### src/rtl/rpn_pkg.sv
// rpn_pkg: shared constants for the RPN stack controller.
//   - default operand/stack sizing
//   - token-type and operator opcode encodings
//   - controller state encoding
package rpn_pkg;

  localparam int DEF_WIDTH = 5;
  localparam int DEF_DEPTH = 10;

  localparam logic [1:0] TOK_OPERAND  = 2'b00;
  localparam logic [1:0] TOK_OPERATOR = 2'b01;
  localparam logic [1:0] TOK_EVAL     = 2'b10;
  localparam logic [1:0] TOK_RSVD     = 2'b11;

  localparam logic [1:0] OP_ADD = 2'b00;
  localparam logic [1:0] OP_SUB = 2'b01;
  localparam logic [1:0] OP_AND = 2'b10;
  localparam logic [1:0] OP_XOR = 2'b11;

  typedef enum logic [3:0] {
    S_IDLE,
    S_PUSH_OP,
    S_POP_B,
    S_CAP_B,
    S_POP_A,
    S_CAP_A,
    S_PUSH_R,
    S_POP_R,
    S_CAP_R
  } state_t;

endpackage

### src/rtl/rpn_stack_master_if.sv
// rpn_stack_master_if: token stream handshake plus the LIFO stack access bus.
//   Tok_Valid/Tok_Ready/Tok_Type/Tok_Data : token source -> controller
//   St_Push/St_Pop/St_Din                 : controller -> stack
//   St_Dout/St_Full/St_Has_Data           : stack -> controller
// modport master: the controller's view; modport slave: the environment's view
// (token source and stack together).
interface rpn_stack_master_if
  import rpn_pkg::*;
#(
  parameter int WIDTH = DEF_WIDTH
);

  logic             Tok_Valid;
  logic             Tok_Ready;
  logic [1:0]       Tok_Type;
  logic [WIDTH-1:0] Tok_Data;
  logic             St_Push;
  logic             St_Pop;
  logic [WIDTH-1:0] St_Din;
  logic [WIDTH-1:0] St_Dout;
  logic             St_Full;
  logic             St_Has_Data;

  modport master (
    input  Tok_Valid, Tok_Type, Tok_Data, St_Dout, St_Full, St_Has_Data,
    output Tok_Ready, St_Push, St_Pop, St_Din
  );

  modport slave (
    output Tok_Valid, Tok_Type, Tok_Data, St_Dout, St_Full, St_Has_Data,
    input  Tok_Ready, St_Push, St_Pop, St_Din
  );

endinterface

### src/rtl/rpn_alu.sv
// rpn_alu: combinational operator evaluation, modulo 2^WIDTH.
//   i_opcode : OP_ADD / OP_SUB / OP_AND / OP_XOR
//   i_op_a   : deeper operand (first pushed)
//   i_op_b   : top-of-stack operand
//   o_result : i_op_a <op> i_op_b, truncated to WIDTH (no carry/borrow out)
module rpn_alu
  import rpn_pkg::*;
#(
  parameter int WIDTH = DEF_WIDTH
) (
  input  logic [1:0]       i_opcode,
  input  logic [WIDTH-1:0] i_op_a,
  input  logic [WIDTH-1:0] i_op_b,
  output logic [WIDTH-1:0] o_result
);

  always_comb begin
    o_result = '0;
    case (i_opcode)
      OP_ADD:  o_result = i_op_a + i_op_b;
      OP_SUB:  o_result = i_op_a - i_op_b;
      OP_AND:  o_result = i_op_a & i_op_b;
      OP_XOR:  o_result = i_op_a ^ i_op_b;
      default: o_result = '0;
    endcase
  end

endmodule

### src/rtl/rpn_stack_master.sv
// rpn_stack_master: evaluates reverse-Polish token streams using an external LIFO.
//   clk, RstN     : clock, async active-low reset (shared with the stack)
//   bus (master)  : token handshake in, stack push/pop/data out, stack status in
//   Result        : last evaluated value, held until the next evaluate
//   Result_Valid  : one-cycle pulse when Result is updated
//   Err_Ovf       : sticky, operand pushed onto a full stack
//   Err_Unf       : sticky, operator/evaluate with too few entries
//
// state     | meaning
// ----------+------------------------------------------------
// S_IDLE    | waiting for a token; only state with Tok_Ready
// S_PUSH_OP | push the sampled operand
// S_POP_B   | pop top-of-stack (right operand)
// S_CAP_B   | stack output valid, capture operand B
// S_POP_A   | pop next entry (left operand)
// S_CAP_A   | capture operand A
// S_PUSH_R  | push A <op> B
// S_POP_R   | pop the final value for evaluate
// S_CAP_R   | capture Result, raise Result_Valid
module rpn_stack_master
  import rpn_pkg::*;
#(
  parameter int WIDTH = DEF_WIDTH,
  parameter int DEPTH = DEF_DEPTH
) (
  input  logic               clk,
  input  logic               RstN,
  rpn_stack_master_if.master bus,
  output logic [WIDTH-1:0]   Result,
  output logic               Result_Valid,
  output logic               Err_Ovf,
  output logic               Err_Unf
);

  localparam int DW = $clog2(DEPTH + 1);
  localparam logic [DW-1:0] DEPTH_MAX = DW'(DEPTH);

  state_t           r_state;
  state_t           w_next_state;
  logic             r_tok_ready;
  logic [DW-1:0]    r_depth;
  logic [WIDTH-1:0] r_tok_data;
  logic [WIDTH-1:0] r_op_a;
  logic [WIDTH-1:0] r_op_b;
  logic [WIDTH-1:0] r_result;
  logic             r_result_valid;
  logic             r_err_ovf;
  logic             r_err_unf;

  logic             w_hs;
  logic             w_ovf;
  logic             w_opr_unf;
  logic             w_eval_unf;
  logic             w_push;
  logic             w_pop;
  logic [WIDTH-1:0] w_din;
  logic [WIDTH-1:0] w_alu_result;

  // The internal depth counter decides; stack status flags only veto.
  assign w_hs       = bus.Tok_Valid & r_tok_ready;
  assign w_ovf      = (r_depth == DEPTH_MAX) | bus.St_Full;
  assign w_opr_unf  = (r_depth < DW'(2)) | ~bus.St_Has_Data;
  assign w_eval_unf = (r_depth == '0) | ~bus.St_Has_Data;

  rpn_alu #(.WIDTH(WIDTH)) u_alu (
    .i_opcode (r_tok_data[1:0]),
    .i_op_a   (r_op_a),
    .i_op_b   (r_op_b),
    .o_result (w_alu_result)
  );

  // Ready is registered from the next state so that it reads 0 during reset
  // and is high exactly in the IDLE cycles afterwards.
  always_ff @(posedge clk or negedge RstN) begin
    if (!RstN) begin
      r_state     <= S_IDLE;
      r_tok_ready <= 1'b0;
    end else begin
      r_state     <= w_next_state;
      r_tok_ready <= (w_next_state == S_IDLE);
    end
  end

  always_comb begin
    w_next_state = r_state;
    case (r_state)
      S_IDLE: begin
        if (w_hs) begin
          case (bus.Tok_Type)
            TOK_OPERAND:  if (!w_ovf)      w_next_state = S_PUSH_OP;
            TOK_OPERATOR: if (!w_opr_unf)  w_next_state = S_POP_B;
            TOK_EVAL:     if (!w_eval_unf) w_next_state = S_POP_R;
            TOK_RSVD:     w_next_state = S_IDLE;
            default:      w_next_state = S_IDLE;
          endcase
        end
      end
      S_PUSH_OP: w_next_state = S_IDLE;
      S_POP_B:   w_next_state = S_CAP_B;
      S_CAP_B:   w_next_state = S_POP_A;
      S_POP_A:   w_next_state = S_CAP_A;
      S_CAP_A:   w_next_state = S_PUSH_R;
      S_PUSH_R:  w_next_state = S_IDLE;
      S_POP_R:   w_next_state = S_CAP_R;
      S_CAP_R:   w_next_state = S_IDLE;
      default:   w_next_state = S_IDLE;
    endcase
  end

  always_comb begin
    w_push = 1'b0;
    w_pop  = 1'b0;
    w_din  = '0;
    case (r_state)
      S_PUSH_OP: begin
        w_push = 1'b1;
        w_din  = r_tok_data;
      end
      S_PUSH_R: begin
        w_push = 1'b1;
        w_din  = w_alu_result;
      end
      S_POP_B, S_POP_A, S_POP_R: w_pop = 1'b1;
      default: ;
    endcase
  end

  always_ff @(posedge clk or negedge RstN) begin
    if (!RstN) begin
      r_depth        <= '0;
      r_tok_data     <= '0;
      r_op_a         <= '0;
      r_op_b         <= '0;
      r_result       <= '0;
      r_result_valid <= 1'b0;
    end else begin
      if (w_push)     r_depth <= r_depth + 1'b1;
      else if (w_pop) r_depth <= r_depth - 1'b1;
      if (w_hs) r_tok_data <= bus.Tok_Data;
      if (r_state == S_CAP_B) r_op_b <= bus.St_Dout;
      if (r_state == S_CAP_A) r_op_a <= bus.St_Dout;
      if (r_state == S_CAP_R) r_result <= bus.St_Dout;
      r_result_valid <= (r_state == S_CAP_R);
    end
  end

  // Rejected tokens are consumed with no stack access; flags stick until reset.
  always_ff @(posedge clk or negedge RstN) begin
    if (!RstN) begin
      r_err_ovf <= 1'b0;
      r_err_unf <= 1'b0;
    end else if (w_hs) begin
      case (bus.Tok_Type)
        TOK_OPERAND:  if (w_ovf)      r_err_ovf <= 1'b1;
        TOK_OPERATOR: if (w_opr_unf)  r_err_unf <= 1'b1;
        TOK_EVAL:     if (w_eval_unf) r_err_unf <= 1'b1;
        default: ;
      endcase
    end
  end

  assign bus.Tok_Ready = r_tok_ready;
  assign bus.St_Push   = w_push;
  assign bus.St_Pop    = w_pop;
  assign bus.St_Din    = w_din;
  assign Result        = r_result;
  assign Result_Valid  = r_result_valid;
  assign Err_Ovf       = r_err_ovf;
  assign Err_Unf       = r_err_unf;

endmodule

### src/flat_wrapper.sv
// flat-port wrapper written by rule: the top's interface ports become plain ports
module rpn_stack_master_flat import rpn_pkg::*;
#(
  parameter int WIDTH = DEF_WIDTH,
  parameter int DEPTH = DEF_DEPTH
)
  (clk, RstN, Result, Result_Valid, Err_Ovf, Err_Unf, bus_Tok_Valid, bus_Tok_Type, bus_Tok_Data, bus_St_Dout, bus_St_Full, bus_St_Has_Data, bus_Tok_Ready, bus_St_Push, bus_St_Pop, bus_St_Din);
  rpn_stack_master_if #(.WIDTH(WIDTH)) bus_i ();
  input  logic clk;
  input  logic RstN;
  output logic [WIDTH-1:0] Result;
  output logic Result_Valid;
  output logic Err_Ovf;
  output logic Err_Unf;
  input wire logic [$bits(bus_i.Tok_Valid)-1:0] bus_Tok_Valid;
  input wire logic [$bits(bus_i.Tok_Type)-1:0] bus_Tok_Type;
  input wire logic [$bits(bus_i.Tok_Data)-1:0] bus_Tok_Data;
  input wire logic [$bits(bus_i.St_Dout)-1:0] bus_St_Dout;
  input wire logic [$bits(bus_i.St_Full)-1:0] bus_St_Full;
  input wire logic [$bits(bus_i.St_Has_Data)-1:0] bus_St_Has_Data;
  output wire logic [$bits(bus_i.Tok_Ready)-1:0] bus_Tok_Ready;
  output wire logic [$bits(bus_i.St_Push)-1:0] bus_St_Push;
  output wire logic [$bits(bus_i.St_Pop)-1:0] bus_St_Pop;
  output wire logic [$bits(bus_i.St_Din)-1:0] bus_St_Din;
  assign bus_i.Tok_Valid = bus_Tok_Valid;
  assign bus_i.Tok_Type = bus_Tok_Type;
  assign bus_i.Tok_Data = bus_Tok_Data;
  assign bus_i.St_Dout = bus_St_Dout;
  assign bus_i.St_Full = bus_St_Full;
  assign bus_i.St_Has_Data = bus_St_Has_Data;
  assign bus_Tok_Ready = bus_i.Tok_Ready;
  assign bus_St_Push = bus_i.St_Push;
  assign bus_St_Pop = bus_i.St_Pop;
  assign bus_St_Din = bus_i.St_Din;
  rpn_stack_master #(.WIDTH(WIDTH), .DEPTH(DEPTH)) u_core (.clk(clk), .RstN(RstN), .bus(bus_i), .Result(Result), .Result_Valid(Result_Valid), .Err_Ovf(Err_Ovf), .Err_Unf(Err_Unf));
endmodule
### config.mk
export PLATFORM = sky130hd
export DESIGN_NAME = rpn_stack_master_flat
export DESIGN_NICKNAME = d
export VERILOG_FILES = /design/src/rtl/rpn_pkg.sv /design/src/rtl/rpn_stack_master_if.sv /design/src/rtl/rpn_alu.sv /design/src/rtl/rpn_stack_master.sv /design/src/flat_wrapper.sv
export SDC_FILE = /design/constraint.sdc
export NUM_CORES = 1
export LEC_CHECK = 0
export CAP_MARGIN = 20
export CORE_UTILIZATION = 49
export CTS_BUF_LIST = sky130_fd_sc_hd__clkbuf_8 sky130_fd_sc_hd__clkbuf_16
export DETAILED_ROUTE_END_ITERATION = 10
export GPL_ROUTABILITY_DRIVEN = 0
export GPL_TIMING_DRIVEN = 0
export HOLD_SLACK_MARGIN = 0.08
export PLACE_DENSITY_LB_ADDON = 0.15
export SYNTH_ARGS = -nofsm -noshare
export SYNTH_HDL_FRONTEND = slang
export SYNTH_SLANG_ARGS = --single-unit
### constraint.sdc
create_clock -name clk -period 2.78 [get_ports clk]
set_input_delay 0.417 -clock clk [delete_from_list [all_inputs] [get_ports clk]]
set_output_delay 0.417 -clock clk [all_outputs]
set_load 0.01 [all_outputs]
; Word level (Yosys, flattened, before mapping)
; Index checks and enable logic that the tools add are counted.
[op_classes]
n_addsub = 4
bitwise_logic = 7
magnitude_cmp = 1
muxes = 15
eq_ne = 17
reduce_logical = 11
[ops]
columns = cell, n
row1 = 2-to-1 mux 4 bit, 6
row2 = one-hot mux 4 bit (6 select lines), 1
row3 = one-hot mux 5 bit (4 select lines), 1
row4 = "== test 4 x 3 -> 1 bit, second input constant", 4
row5 = one-hot mux 4 bit (4 select lines), 1
row6 = logical NOT 4 bit, 3
row7 = one-hot mux 5 bit (2 select lines), 1
row8 = "== test 2 bit, second input constant", 4
row9 = "== test 4 x 2 -> 1 bit, second input constant", 2
row10 = "== test 4 bit, second input constant", 2
row11 = adder 5 bit, 1
row12 = AND 5 bit, 1
row13 = subtractor 5 bit, 1
row14 = bitwise XOR 5 bit, 1
row15 = "adder 4 x 1 -> 4 bit, second input constant", 1
row16 = "== test 2 x 1 -> 1 bit, second input constant", 2
row17 = "== test 4 x 1 -> 1 bit, second input constant", 1
row18 = logical NOT 2 bit, 2
row19 = "< comparator 4 x 2 -> 1 bit, second input constant", 1
row20 = 2-to-1 mux 1 bit, 4
row21 = "!= test 2 x 1 -> 1 bit, second input constant", 2
row22 = AND reduction 4 bit, 1
row23 = nonzero test 2 bit, 2
row24 = "subtractor 4 x 1 -> 4 bit, second input constant", 1
row25 = 7 further kinds, 9
[totals]
ff_bits = 32
wordCells = 65
out_inout_bits = 16
in_bits = 17

; Longest topological paths before layout
; Gate-level depths: netlist of the first run.
[logic_depth]
ltp_word = 7
mapped_depth = 10
depth_no_buf = 9

; Modules after synthesis
; Synthesis of the first run repeated with hierarchy kept, for this count alone.
[hier_totals]
cells_unflattened = 189
hier_area_um2 = 2102.0
[modules_own_cells]
columns = module, area_each_um2, seq_area_each_um2, cells_each, instances
row1 = rpn_stack_master, 1671.6, 800.8, 139, 1
row2 = rpn_alu, 430.4, 0.0, 50, 1

; Worst setup path before layout of the first run
; Ideal clock, no wire load.
[synth_timing]
kind = register -> output
startpoint = reg u_core.r_tok_data[1]
endpoint = out bus_St_Din[4]
stages_incl_launch_ff = 9
path_slack_ns = 0.433
n_path_buf = 1
t_arrival_ns = 1.930
required_time_ns = 2.363
cell_sequence = dfrtp_1 clkbuf_1 nor2b_1 mux2i_1 fa_1 a21o_1 a21oi_1 xnor2_1 o21ai_1
[synth_between]
elab_chain_len = 3
word_cells_on_any_way = 6
classes_between = 3 x eq/ne / 2 x mux / 1 x reduce/logical
[synth_rtl]
columns = element, line_no
row1 = "start, declared", rpn_stack_master.sv:42  ; logic [WIDTH-1:0] r_tok_data;
row2 = "start signal, assigned", rpn_stack_master.sv:139  ; if (w_hs) r_tok_data <= bus.Tok_Data;
row3 = "== test 2 bit, or another cell as far along", rpn_alu.sv:19  ; case (i_opcode)
row4 = one-hot mux 5 bit (4 select lines) (*), rpn_alu.sv:19
row5 = one-hot mux 5 bit (2 select lines) (*), rpn_stack_master.sv:114  ; case (r_state)
row6 = "end, declared", flat_wrapper.sv:24  ; output wire logic [$bits(bus_i.St_Din)-1:0] bus_St_Din;
; Every way passes the cells marked *; elsewhere a longest branch is shown, timed or not.

; Worst setup path after layout of the first run
[layout_timing]
startpoint = reg u_core.r_tok_data[0]
endpoint = out bus_St_Din[2]
; Same word-level chain as after synthesis.

==> impl_metrics.yaml, run 1 <==
pwr:
  total_power_uw: 3140
  internal_power_uw: 1900
  p_per_area_nw_per_um2: 1230
  seqPwrFrac: 0.279
  combPwrFrac: 0.600
  pwr-share-clk: 0.120
  p_sw_uw: 1230
  leakage_uw: 0.00112
  switching_share: 0.394
  vdd_ir_drop_max_v: 0.000831
timing:
  setup_tns_ps: 0
  max_freq_mhz: 381
  worst_pin_slew_ps: 711
  setup_viol_count_final: 0
  period_needed_ps: 2620
  rsz0062_at_grt: "false"
  drv_slew: 0
  skew_ps: 5.64
  holdWs_ps: 475
  finalCritPeriodShare: 0.944
  hold_viol: 0
  max-slew-margin-rel: 0.525
route:
  route.detailed.drc: 0
  post_drt_wl_per_cell_um: 14.8
  vias: 1477
  first_pass_iters: 4
  antenna_left: 0
  finalWirelength_mm: 4.01
  met1Wirelength_mm: 1.90
  wl_met3_um: 173
  route.met2.wl_mm: 1.88
  drt_iter0_drc: 42
  viasPerCell: 5.43
  top_layer: "met4"
setup_path:
  cpMostUsedCell: "o21ai_0"
  path_max_fanout: 8
  critPathMaxStageDelay_ps: 380
  critical_path_required_ps: 2360
  cp-end-kind: "output pin"
  cpMaxStageDelayCell: "dfrtp_1"
  arrival_ps: 2210
  path_class: "register to output pin"
  crit_chain: "buf_6, nor2b_4, mux2i_4, fa_2, xor2_1, o21ai_0, o21ai_0, dlygate4sd2_1"
  startpoint_type: "register"
clock_tree:
  numCtsBuffers: 5
  cts-root-buf: "clkbuf_8"
  clockBufferDepth: 2
  clkLatencyLatePin_ps: 280
  clk_pin_slew_ps: 70
  htree_levels: 2
  cts_tree: "built"
  cts.sinks: 32
  hold_buffers: 0
layout:
  finalNonFillerCells: 272
  diodes: 0
  final_nets: 258
  drive_gt1_frac: 0.259
  area_delta_synth_final_pct: 27.4
  final_area_um2: 2560
  fill_cells: 293
yosys:
  synth-edff-count: 0
  ys_seq_area_frac: 0.399
  synthMuxAreaShare: 0.139
  yosysWarnings: 0
  synthDistinctLibCells: 44
  synth_flop_cell: "dfrtp_1"
  syn_nets: 216
  avgSynthCellArea_um2: 11.1
  async_flop_share: 1.00
  synth_compound_area_frac: 0.113
  yosys.area_share.xor_xnor: 0.0523
  syn_inst: 181
  synth_top_family_by_area: "multiplexers"
  synth_simple_gate_area_frac: 0.135
  synthAdderAreaFrac: 0.120
  synth_area_um2: 2010
  ys_seq_elements: 32
global_route:
  grt_pass1_wl_mm: 6.89
  grt_usage: 0.215
  grt_pass1_vias: 1506
  grt_max_degree: 21
  grt_overflow: 0
  grt_antenna_before_repair: 0
floorplan:
  initial_core_util: 0.529
  std_cell_rows: 22
  ios: 33
  coreArea_um2: 3800
  die_y_um: 66.0
  dieWidth_um: 66.0
  die_area_um2: 4360
placement:
  hpwl_mm: 3.16
  placed_area_um2: 2420
  placedCellCount: 262
  port_buffers: 32
flow_run:
  cap_violations: 0
hold_path:
  hp-class: "register to register"
run_status:
  status: "finished clean"
## cells in the mapped netlist, types with 2 or more instances
library cell,count,share of area
nor2_1,11,0.021
xor2_1,2,0.0087
o21ai_0,10,0.025
nor2b_1,3,0.0093
nand2b_4,2,0.014
ha_1,16,0.10
a31o_2,2,0.0087
buf_2,3,0.0075
mux2_2,19,0.11
xnor2_1,10,0.044
a21oi_1,5,0.012
o21ai_1,2,0.0050
a32oi_1,2,0.0087
a21o_1,3,0.011
nor3_1,3,0.0075
nor2_2,2,0.0062
nand2_1,10,0.019
buf_6,2,0.011
mux2i_1,5,0.025
dfrtp_1,32,0.40
or4_1,2,0.0075
inv_1,12,0.022
fa_1,2,0.020
## cells in the final DEF (no fill, tap or decap), types with 3 or more instances in the layout
cell	instances
clkbuf_8	6
o21ai_0	10
xnor2_1	10
inv_1	12
buf_6	3
nor2_1	11
a21oi_1	3
mux2_2	19
nor3_1	3
nand2_1	10
dfrtp_1	31
mux2i_1	4
a21o_1	3
buf_4	3
ha_1	16
clkdlybuf4s50_1	28
## layout make-up
cell class,instances,area (um2),area share
sequential,32,802,0.314
clock buffer,6,82.6,0.0323
buffer,5,43.8,0.0171
clock inverter,2,15.0,0.00587
timing repair buffer,36,358,0.140
multi-input combinational,131,1150,0.450
tap,48,60.1,0.0235
inverter,12,45.0,0.0176
## flip-flops by register name, indices dropped and copies added, names as in the netlist
register and count:
u_core.Err_Ovf 1, u_core.r_depth 4, u_core.Result 5, u_core.Result_Valid 1, u_core.r_op_a 5, u_core.r_op_b 5, u_core.r_tok_data 5, u_core.r_state 4
u_core.Err_Unf 1, u_core.bus.Tok_Ready 1
## repair_timing
action,4_1_cts,5_1_grt
setup buffers,3,0
gates resized for setup,9,9
endpoints found under the setup margin,4,3
pin swaps,0,1
## power by group through the flow
stage	clock, uW	combinational (uW)	sequential [uW]
2_1_floorplan	0	1290	844
3_3_place_gp	0	1710	853
3_5_place_dp	0	1780	869
4_1_cts	385	1830	876
5_1_grt	405	2100	906
6_report	378	1880	876
## layer usage
metal | track usage | up-vias
met5 | 0 | -
met4 | 0.0798 | 0
met3 | 0.0500 | 4
met2 | 0.358 | 25
met1 | 0.270 | 723
li1 | - | 725
## cell families (layout without fill, tap and decap cells)
family,Yosys count,after routing
buf+inv,18,61
compound gates,33,33
xor+xnor,12,12
flops,32,32
mux,25,25
simple gates,43,43
fa+ha+maj,18,18
## worst max-delay path, delay by kind of cell, from the launching register on
family                   cells  cell delay, ps
XOR/XNOR                     1             160
AND/OR/NAND/NOR              1             140
adder cells (fa/ha/maj)      1             370
flip-flops                   1             380
buffers and inverters        2             420
multiplexers                 1             200
AO/OA/AOI/OAI                2             260
## through the flow
step           utilization  worst slack (ps)
3_3_place_gp         0.629              -219
4_1_cts              0.669             -40.5
3_5_place_dp         0.636              -289
5_1_grt              0.673              11.6
2_1_floorplan            -               433
6_report             0.673               155
## path summary, 6_finish.rpt
check	start	to	slack, ps	depth (start not counted)
min in group asynchronous	RstN	u_core.r_state[0]	560	1
min reg2reg	u_core.Err_Unf	u_core.Err_Unf	480	1
max	u_core.r_tok_data[0]	bus_St_Din[2]	160	8
max reg2reg	u_core.r_state[0]	u_core.r_depth[3]	480	10
min	u_core.Err_Unf	u_core.Err_Unf	480	1
max in group asynchronous	RstN	u_core.r_depth[1]	1680	2
(Power assumes the default switching activity.)
==> run 2: changes to the inputs <==
Settings changed: CAP_MARGIN 20 to 10.
==> results of run 2 <==
No change in the layout: final DEF, timing and power equal those of run 1.
